### config.mk
export PLATFORM = sky130hd
export DESIGN_NAME = i2s_primary_tx
export DESIGN_NICKNAME = d
export VERILOG_FILES = /design/src/rtl/i2s_primary_tx.sv
export SDC_FILE = /design/constraint.sdc
export NUM_CORES = 1
export LEC_CHECK = 0
export CORE_ASPECT_RATIO = 0.7
export CORE_MARGIN = 2
export CORE_UTILIZATION = 50
export CTS_CLUSTER_DIAMETER = 100
export CTS_CLUSTER_SIZE = 12
export DETAILED_ROUTE_END_ITERATION = 10
export PLACE_DENSITY = 0.82
export SYNTH_ARGS = -nofsm -noshare
export SYNTH_HDL_FRONTEND = slang
export SYNTH_SLANG_ARGS = --single-unit
### constraint.sdc
create_clock -name ck -period 2.4 [get_ports ck]
set_input_delay 0.48 -clock ck [delete_from_list [all_inputs] [get_ports ck]]
set_output_delay 0.48 -clock ck [all_outputs]
set_load 0.01 [all_outputs]
### src/rtl/i2s_primary_tx.sv
// I2S primary transmitter: generates sck/ws from the system clock and shifts out
// one stereo sample per 64-bit frame from a single-entry holding buffer.
module i2s_primary_tx #(
  parameter int DIVIDER = 8,
  parameter int BITS    = 16
) (
  input  logic            ck,
  input  logic            rst_n,
  input  logic            in_valid,
  output logic            in_ready,
  input  logic [BITS-1:0] left,
  input  logic [BITS-1:0] right,
  output logic            sck,
  output logic            ws,
  output logic            sd,
  output logic            en,
  output logic [5:0]      frame_posn,
  output logic            underrun
);

  localparam int PW = (DIVIDER > 2) ? $clog2(DIVIDER) : 1;
  localparam logic [PW-1:0] PS_LAST = PW'(DIVIDER - 1);
  localparam logic [PW-1:0] PS_RISE = PW'(DIVIDER / 2 - 1);
  localparam logic [5:0]    L_LAST  = 6'(BITS);
  localparam logic [5:0]    R_LAST  = 6'(32 + BITS);

  logic [PW-1:0]   prescale_r;
  logic            sck_r, ws_r, sd_r, en_r, underrun_r, full_r, in_ready_r;
  logic [5:0]      posn_r;
  logic [BITS-1:0] buf_l_r, buf_r_r, sh_l_r, sh_r_r;

  logic            fall_s, rise_s, frame_start_s, accept_s, load_s, full_nx_s, sd_nx_s;
  logic [5:0]      posn_nx_s;
  logic [BITS-1:0] sh_l_nx_s, sh_r_nx_s;

  // Next-state logic for buffer occupancy, shift registers and serial bit
  always_comb begin
    fall_s        = (prescale_r == PS_LAST);
    rise_s        = (prescale_r == PS_RISE);
    posn_nx_s     = posn_r + 6'd1;
    frame_start_s = fall_s && (posn_nx_s == 6'd0);
    accept_s      = in_valid && in_ready_r;
    load_s        = frame_start_s && full_r;
    full_nx_s     = full_r;
    sh_l_nx_s     = sh_l_r;
    sh_r_nx_s     = sh_r_r;
    sd_nx_s       = 1'b0;

    if (accept_s) begin
      full_nx_s = 1'b1;
    end else if (load_s) begin
      full_nx_s = 1'b0;
    end else begin
      full_nx_s = full_r;
    end

    // Sample data is consumed MSB first, one position after each ws edge
    if (frame_start_s) begin
      sh_l_nx_s = full_r ? buf_l_r : {BITS{1'b0}};
      sh_r_nx_s = full_r ? buf_r_r : {BITS{1'b0}};
    end else if (fall_s && (posn_nx_s >= 6'd1) && (posn_nx_s <= L_LAST)) begin
      sd_nx_s   = sh_l_r[BITS-1];
      sh_l_nx_s = sh_l_r << 1'b1;
    end else if (fall_s && (posn_nx_s >= 6'd33) && (posn_nx_s <= R_LAST)) begin
      sd_nx_s   = sh_r_r[BITS-1];
      sh_r_nx_s = sh_r_r << 1'b1;
    end else begin
      sd_nx_s = 1'b0;
    end
  end

  // State registers; frame_posn resets to 63 so the first fall starts a frame
  always_ff @(posedge ck) begin
    if (!rst_n) begin
      prescale_r <= {PW{1'b0}};
      sck_r      <= 1'b1;
      ws_r       <= 1'b1;
      sd_r       <= 1'b0;
      en_r       <= 1'b0;
      underrun_r <= 1'b0;
      posn_r     <= 6'd63;
      full_r     <= 1'b0;
      in_ready_r <= 1'b0;
      buf_l_r    <= {BITS{1'b0}};
      buf_r_r    <= {BITS{1'b0}};
      sh_l_r     <= {BITS{1'b0}};
      sh_r_r     <= {BITS{1'b0}};
    end else begin
      prescale_r <= fall_s ? {PW{1'b0}} : prescale_r + PW'(1);
      en_r       <= fall_s;
      underrun_r <= frame_start_s && !full_r;
      full_r     <= full_nx_s;
      // Hold in_ready low for the cycle in which the buffer drains
      in_ready_r <= !full_nx_s && !load_s;
      sh_l_r     <= sh_l_nx_s;
      sh_r_r     <= sh_r_nx_s;
      if (fall_s) begin
        sck_r <= 1'b0;
      end else if (rise_s) begin
        sck_r <= 1'b1;
      end else begin
        sck_r <= sck_r;
      end
      if (fall_s) begin
        posn_r <= posn_nx_s;
        ws_r   <= posn_nx_s[5];
        sd_r   <= sd_nx_s;
      end else begin
        posn_r <= posn_r;
        ws_r   <= ws_r;
        sd_r   <= sd_r;
      end
      if (accept_s) begin
        buf_l_r <= left;
        buf_r_r <= right;
      end else begin
        buf_l_r <= buf_l_r;
        buf_r_r <= buf_r_r;
      end
    end
  end

  assign in_ready   = in_ready_r;
  assign sck        = sck_r;
  assign ws         = ws_r;
  assign sd         = sd_r;
  assign en         = en_r;
  assign frame_posn = posn_r;
  assign underrun   = underrun_r;

endmodule
==> results of run 1 <==
==> registers in the layout (all words and copies together) (netlist names), 3 cells and up <==
register	count
buf_r_r	16
prescale_r	3
sh_r_r	16
frame_posn	5
buf_l_r	16
sh_l_r	16
==> cell type report <==
cell class                      instances  area (um^2)
Tap cell                               98          123
Fill cell                             615         2690
Inverter                                8         30.0
Sequential cell                        79         1580
Timing Repair Buffer                   74          721
Multi-Input combinational cell        303         1970
Clock buffer                           11          141
Clock inverter                          5         63.8
==> cells in the mapped netlist (2+ instances only) <==
library cell / count / area (um^2)
sky130_fd_sc_hd__a31oi_1: 16 / 100
sky130_fd_sc_hd__and2_1: 2 / 12.5
sky130_fd_sc_hd__a2111oi_2: 9 / 135
sky130_fd_sc_hd__xnor2_1: 2 / 17.5
sky130_fd_sc_hd__nand2b_1: 4 / 25.0
sky130_fd_sc_hd__o21ai_1: 17 / 85.1
sky130_fd_sc_hd__nor3_1: 2 / 10.0
sky130_fd_sc_hd__a2111oi_0: 6 / 52.6
sky130_fd_sc_hd__xor2_1: 2 / 17.5
sky130_fd_sc_hd__buf_6: 3 / 33.8
sky130_fd_sc_hd__or3_1: 3 / 18.8
sky130_fd_sc_hd__nand4_1: 17 / 106
sky130_fd_sc_hd__inv_1: 7 / 26.3
sky130_fd_sc_hd__dfxtp_1: 79 / 1580
sky130_fd_sc_hd__a21oi_1: 53 / 265
sky130_fd_sc_hd__nand3_1: 5 / 25.0
sky130_fd_sc_hd__nand2_1: 75 / 282
sky130_fd_sc_hd__buf_2: 14 / 70.1
sky130_fd_sc_hd__a21o_1: 2 / 15.0
sky130_fd_sc_hd__ha_1: 6 / 75.1
sky130_fd_sc_hd__o211ai_1: 2 / 15.0
sky130_fd_sc_hd__a211oi_1: 30 / 225
sky130_fd_sc_hd__o21a_1: 2 / 15.0
sky130_fd_sc_hd__clkbuf_1: 26 / 97.6
sky130_fd_sc_hd__and3_1: 2 / 12.5
sky130_fd_sc_hd__a311oi_1: 5 / 43.8
sky130_fd_sc_hd__buf_1: 5 / 18.8
sky130_fd_sc_hd__a311oi_2: 10 / 150
sky130_fd_sc_hd__o21ai_0: 4 / 20.0
sky130_fd_sc_hd__nor2_1: 9 / 33.8
==> how the worst max path moves through the flow <==
stage / startpoint / endpoint / cells past startpoint / slack [ns]
floorplan: frame_posn[1]$_SDFFE_PN1P_ / sh_l_r[14]$_SDFFE_PN0P_ / 10 / 0.01
CTS: frame_posn[0]$_SDFFE_PN1P_ / sh_r_r[3]$_SDFFE_PN0P_ / 7 / 0.05
finish: frame_posn[0]$_SDFFE_PN1P_ / sh_r_r[11]$_SDFFE_PN0P_ / 7 / 0.13
global placement: frame_posn[0]$_SDFFE_PN1P_ / sh_r_r[3]$_SDFFE_PN0P_ / 7 / 0.23
global route: frame_posn[3]$_SDFFE_PN1P_ / sh_r_r[5]$_SDFFE_PN0P_ / 7 / 0.01
detailed placement: frame_posn[1]$_SDFFE_PN1P_ / sh_r_r[3]$_SDFFE_PN0P_ / 7 / 0.07
==> cell usage in the layout (no fill, tap or decap), types with 3 or more instances in the layout <==
master,count
sky130_fd_sc_hd__nand2_1,75
sky130_fd_sc_hd__nor2_1,9
sky130_fd_sc_hd__a311oi_2,10
sky130_fd_sc_hd__ha_1,5
sky130_fd_sc_hd__dfxtp_1,78
sky130_fd_sc_hd__a211oi_1,30
sky130_fd_sc_hd__a2111oi_0,4
sky130_fd_sc_hd__o21ai_1,17
sky130_fd_sc_hd__nand2b_1,4
sky130_fd_sc_hd__buf_12,4
sky130_fd_sc_hd__nand3_1,5
sky130_fd_sc_hd__a311oi_1,5
sky130_fd_sc_hd__nand4_1,17
sky130_fd_sc_hd__a21oi_1,52
sky130_fd_sc_hd__a31oi_1,16
sky130_fd_sc_hd__a2111oi_2,9
sky130_fd_sc_hd__clkbuf_8,10
sky130_fd_sc_hd__o21ai_0,4
sky130_fd_sc_hd__buf_4,24
sky130_fd_sc_hd__inv_1,7
sky130_fd_sc_hd__clkdlybuf4s50_1,46
sky130_fd_sc_hd__or3_1,3
==> power by group through the flow <==
stage,clock (mW),sequential [mW],combinational [mW]
after floorplan,0,1.39,0.140
after global placement,0,1.40,0.243
after detailed placement,0,1.40,0.250
after CTS,1.05,1.37,0.252
after global routing,1.10,1.37,0.279
final,1.03,1.37,0.255
==> repair_timing <==
item                       CTS  global route
setup endpoints to repair    0            30
gates resized for setup      0             5
hold endpoints to repair     0             0
==> cell families after synthesis <==
group,after synthesis,share of synthesized area [%]
AOI/OAI and AO/OA,162,31.3
and+or+nand+nor,130,17.0
DFF,79,41.7
buffers and inverters,57,6.79
adders and majority gates,6,1.98
xor gates and xnor gates,4,0.923
muxes,1,0.264
==> per-layer routing <==
metal	track usage, %	vias up	share of wire, %
met5	0	-	0
met4	7.05	0	1.3
met3	6.12	13	7.0
met2	33.6	159	44
met1	34.8	1677	47
li1	-	1699	-
==> through the flow <==
step / setup WS [ns] / area [um^2]
floorplan: 0.00979 / 3800
global placement: 0.235 / 4410
detailed placement: 0.0743 / 4410
CTS: 0.0509 / 4620
global route: 0.0123 / 4630
finish: 0.126 / 4630
==> results.txt, run 1 <==
----------------------------------------------------
[Status]
  Status ... finished, final reports clean

[Power and ir drop]
  Net switching component of the power ... 0.671 mW
  Total power draw ... 2.66 mW
  Internal power ... 1.98 mW
  Share of power burned in registers ... 51.6%
  Clock group share of total power ... 38.8%
  Leakage Power ... 1.56 nW
  Net Sw Frac ... 25.3%
  Combinational power share ... 9.6%
  Ratio of total power to cell area ... 573 nW/um^2
  Worst IR Drop VDD ... 463 uV

[Setup path]
  Highest net fanout along the worst path ... 9
  R2R cell count ... 7
  Chain of cells forming the critical path ... ha_2 -> or3_1 -> o21ai_0 -> o22a_1 -> buf_4 -> a211oi_1 -> a2111oi_2
  Crit path launch type ... flip-flop
  Endpoint of the worst register-to-register path ... sh_r_r[11]$_SDFFE_PN0P_
  Crit path required time ... 2.65 ns
  Count of buffering cells on the critical path with inverters included ... 1
  Maximum single-stage delay on the critical path ... 0.39 ns
  Worst Path Arrival ... 2.52 ns
  Cell family contributing the most delay on the critical path ... compound AO/OA/AOI/OAI gates
  Slowest cell on the critical path ... sky130_fd_sc_hd__a2111oi_2
  Worst reg-to-reg setup slack ... 0.13 ns
  Critical Path End Type ... flip-flop
  Critical path class ... reg -> reg
  Reg2reg start ... frame_posn[0]$_SDFFE_PN1P_

[Route]
  DRC violation count after routing ... 0
  Average via count per standard cell ... 6.14
  Vias post-DR ... 3548
  DR iter-0 viols ... 299
  Routed WL per cell ... 16.4 um
  Final wirelength ... 9460 um
  Number of nets with antenna violations after detailed routing ... 0
  Pre-antenna DRT Iters ... 5

[Floorplan]
  Core outline area ... 7320 um^2
  Initial standard-cell utilization of the core ... 51.8%
  Vertical die dimension ... 76.9 um
  Die Footprint ... 8310 um^2
  Row count ... 26
  Horizontal die dimension ... 108 um
  # IOs ... 47

[Synth]
  Top_reg_cell synth ... sky130_fd_sc_hd__dfxtp_1
  Synthesized area per cell ... 8.64 um^2
  Cell area after synthesis ... 3790 um^2
  Post-synthesis cell type count ... 50
  Syn Inst Count ... 439
  Warning count from the yosys run ... 0
  Post-synth net total ... 480
  Flip-flop and latch count after synthesis ... 79
  Number of flops mapped to enable cells by yosys ... 0
  Sequential cell area fraction in the yosys report ... 41.7%
  Ys async rst share ... 0%

[Clocking]
  Clock tree from TritonCTS ... built
  Num CTS Buffers ... 9
  Maximum count of clock buffers along a single path ... 2
  Clk sink count ... 79
  Post-CTS setup buffer count ... 0
  Count of hold buffers inserted by post-cts repair ... 0
  Clock network latency to the later pin of the worst-skew pair ... 0.37 ns
  Root Buffer Master ... sky130_fd_sc_hd__clkbuf_8
  CTS H-tree depth ... 3
  Clock edge transition at the registers on the reported setup and hold paths ... 0.08 ns

[STA]
  Final clock skew ... 0.0121 ns
  Transition time of the tightest slew-check pin ... 0.439 ns
  Slew Limit Headroom ... 70.6%
  Final Hold Viols ... 0
  Final period utilization ... 94.7%
  Unrepaired setup endpoints after global routing ... false
  Top achievable clock speed ... 0.440 GHz
  WHS ... 0.437 ns
  Crit path time final ... 2.27 ns
  Total negative slack ... 0 ns
  Final number of setup-violating endpoints ... 0
  Max-slew violations ... 0

[GRT]
  GR Overflow Total ... 0
  Gr usage total ... 23.6%
  Via count of the first global-routing pass ... 3197
  Antenna violations before repair ... 0
  Global-route wire length before repair ... 15800 um
  Pin count of the biggest net entering global routing ... 35

[Job]
  # Max-Cap Violations ... 0

[Layout]
  Number of antenna repair diodes ... 0
  Post-route core utilization ... 63.3%
  NumNets Final ... 516
  Area Growth Syn to Fin ... 22.1%
  Non-filler cells, final ... 578
  Proportion of layout cells with a drive suffix above 1 ... 15.6%

[Hold path]
  Source of the worst hold timing path ... prescale_r[0]$_SDFF_PP0_
  Hold depth ... 1
  Endpoint with the worst hold slack ... prescale_r[0]$_SDFF_PP0_
  Kind of path behind the tightest hold check ... reg -> reg

[Placement]
  Cell count after placement ... 562
  Buffers added on ports ... 46
  GP Congestion ... 0.817
  Post-detailed-placement half-perimeter wirelength ... 6130 um

----------------------------------------------------
No activity file was read; power rests on OpenSTA's default activity.
==> run 2, diff against run 1 <==
Settings changed: GPL_ROUTABILITY_DRIVEN set to 0.
==> results.txt, run 2 (synthesis gave the netlist of run 1 again) <==
----------------------------------------------------
[Floorplan]
  Row count ... 26
  Die Footprint ... 8310 um^2
  Core outline area ... 7320 um^2
  Vertical die dimension ... 76.9 um
  Initial standard-cell utilization of the core ... 51.8%
  Horizontal die dimension ... 108 um
  # IOs ... 47

[GRT]
  Global Route met1 Usage ... 32.2%
  Antenna violations before repair ... 0
  GR Overflow Total ... 0
  Met2 Resource Use GR ... 33.3%
  Most utilized layer in the global route result ... met2
  GR Util met3 ... 7.82%
  Via count of the first global-routing pass ... 3106
  Pin count of the biggest net entering global routing ... 35
  Global-route wire length before repair ... 15300 um
  Gr usage total ... 23.2%

[STA]
  Final number of setup-violating endpoints ... 0
  Max-slew violations ... 0
  Final clock skew ... 0.0147 ns
  Top achievable clock speed ... 0.438 GHz
  Slew Limit Headroom ... 67.2%
  Crit path time final ... 2.28 ns
  Final WS setup ... 0.117 ns
  Transition time of the tightest slew-check pin ... 0.490 ns
  Unrepaired setup endpoints after global routing ... false
  WHS ... 0.427 ns
  Final period utilization ... 95.1%
  Total negative slack ... 0 ns
  Final Hold Viols ... 0

[Layout]
  Commonest non-fill, non-tap cell in the layout ... sky130_fd_sc_hd__dfxtp_1
  Number of antenna repair diodes ... 0
  Proportion of layout cells with a drive suffix above 1 ... 15.6%
  Area Growth Syn to Fin ... 21.1%
  Most frequent cells in the layout ... 78 x sky130_fd_sc_hd__dfxtp_1, 75 x sky130_fd_sc_hd__nand2_1, 53 x sky130_fd_sc_hd__a21oi_1, 46 x sky130_fd_sc_hd__clkdlybuf4s50_1, 30 x sky130_fd_sc_hd__a211oi_1
  Fillcell total ... 647
  Post-layout instance area ... 4590 um^2
  NumNets Final ... 517

[Placement]
  Area of placed instances ... 4410 um^2
  Post-detailed-placement half-perimeter wirelength ... 6230 um
  Buffers added on ports ... 46
  Placement-stage worst setup slack ... 0.0475 ns

[Power and ir drop]
  Net switching component of the power ... 0.639 mW
  Share of power burned in registers ... 54.9%
  Leakage Power ... 1.54 nW
  Ratio of total power to cell area ... 545 nW/um^2
  Net Sw Frac ... 25.5%
  Combinational power share ... 9.9%
  Worst IR Drop VDD ... 409 uV
  Internal power ... 1.86 mW
  Clock group share of total power ... 35.2%
  Total power draw ... 2.50 mW

[Clocking]
  Clk sink count ... 79
  Clock network latency to the later pin of the worst-skew pair ... 0.37 ns
  Maximum count of clock buffers along a single path ... 2
  Num CTS Buffers ... 9
  Clock edge transition at the registers on the reported setup and hold paths ... 0.08 ns
  CTS H-tree depth ... 3
  Clock tree from TritonCTS ... built
  Root Buffer Master ... sky130_fd_sc_hd__clkbuf_8

[Hold path]
  Kind of path behind the tightest hold check ... reg -> reg

[Setup path]
  Critical path class ... reg -> reg
  Worst Path Arrival ... 2.53 ns
  Cell family contributing the most delay on the critical path ... simple AND/OR/NAND/NOR gates
  Chain of cells forming the critical path ... ha_2 -> nand3_1 -> xnor2_1 -> or4_1 -> buf_4 -> a211oi_1 -> buf_4 -> a2111oi_2
  Crit path required time ... 2.64 ns
  Critical Path End Type ... flip-flop
  Library cell appearing most often on the critical path ... sky130_fd_sc_hd__buf_4
  Count of buffering cells on the critical path with inverters included ... 2
  Slowest cell on the critical path ... sky130_fd_sc_hd__or4_1
  Maximum single-stage delay on the critical path ... 0.49 ns
  Highest net fanout along the worst path ... 34
  Crit path launch type ... flip-flop

[Job]
  # Max-Cap Violations ... 0

[Route]
  Number of nets with antenna violations after detailed routing ... 0
  Final wirelength ... 9150 um
  Pre-antenna DRT Iters ... 5
  Average via count per standard cell ... 6.02
  Vias post-DR ... 3482
  DR iter-0 viols ... 190
  DRC violation count after routing ... 0
  Routed WL per cell ... 15.8 um

[Status]
  Status ... finished, final reports clean

----------------------------------------------------
==> run 2: cell count changes in the layout (fill, tap and decap cells not counted), sizes merged <==
cell / before / now
buf: 28 / 29
clkinvlp: 0 / 1
bufinv: 1 / 0
inv: 11 / 9
clkinv: 1 / 2
==> run 2: power by group through the flow <==
stage	clock (mW)	sequential [mW]	combinational (mW)
2_1_floorplan	0	1.39	0.140
3_3_place_gp	0	1.40	0.238
3_5_place_dp	0	1.40	0.245
4_1_cts	0.904	1.37	0.246
5_1_grt	0.951	1.38	0.274
6_report	0.881	1.37	0.249
==> run 2: path summary, 6_finish.rpt <==
| path | start | slack, ns | endpoint | depth (start not counted) |
|---|---|---|---|---|
| max | frame_posn[1]$_SDFFE_PN1P_ | 0.12 | sh_r_r[6]$_SDFFE_PN0P_ | 8 |
| min | prescale_r[0]$_SDFF_PP0_ | 0.43 | prescale_r[0]$_SDFF_PP0_ | 1 |
| min reg2reg | prescale_r[0]$_SDFF_PP0_ | 0.43 | prescale_r[0]$_SDFF_PP0_ | 1 |
| max reg2reg | frame_posn[1]$_SDFFE_PN1P_ | 0.12 | sh_r_r[6]$_SDFFE_PN0P_ | 8 |
==> run 2: layout make-up <==
| class | instances | area [um^2] | area share (%) |
|---|---|---|---|
| clock buffers | 11 | 141 | 3.08 |
| well taps | 98 | 123 | 2.67 |
| clock inverters | 4 | 30.0 | 0.654 |
| inverters | 8 | 30.0 | 0.654 |
| flip-flops and latches | 79 | 1580 | 34.4 |
| multi-input cells | 303 | 1970 | 42.9 |
| repair buffers | 75 | 716 | 15.6 |
==> run 2: routing by layer <==
metal | vias up | part of all wire (%)
li1 | 1704 | -
met1 | 1630 | 47
met2 | 132 | 44
met3 | 16 | 7.4
met4 | 0 | 1.5
met5 | - | 0
==> run 2: metrics by stage <==
step / util [%] / std cells
finish: 62.8 / 578
global route: 62.8 / 578
CTS: 62.6 / 578
detailed placement: 60.2 / 563
global placement: 60.2 / 563
floorplan: - / 439
==> run 2: what timing repair did <==
action	in CTS	in global routing
gates resized for setup	0	6
hold buffers	0	0
setup buffers	0	0
endpoints found under the setup margin	0	6
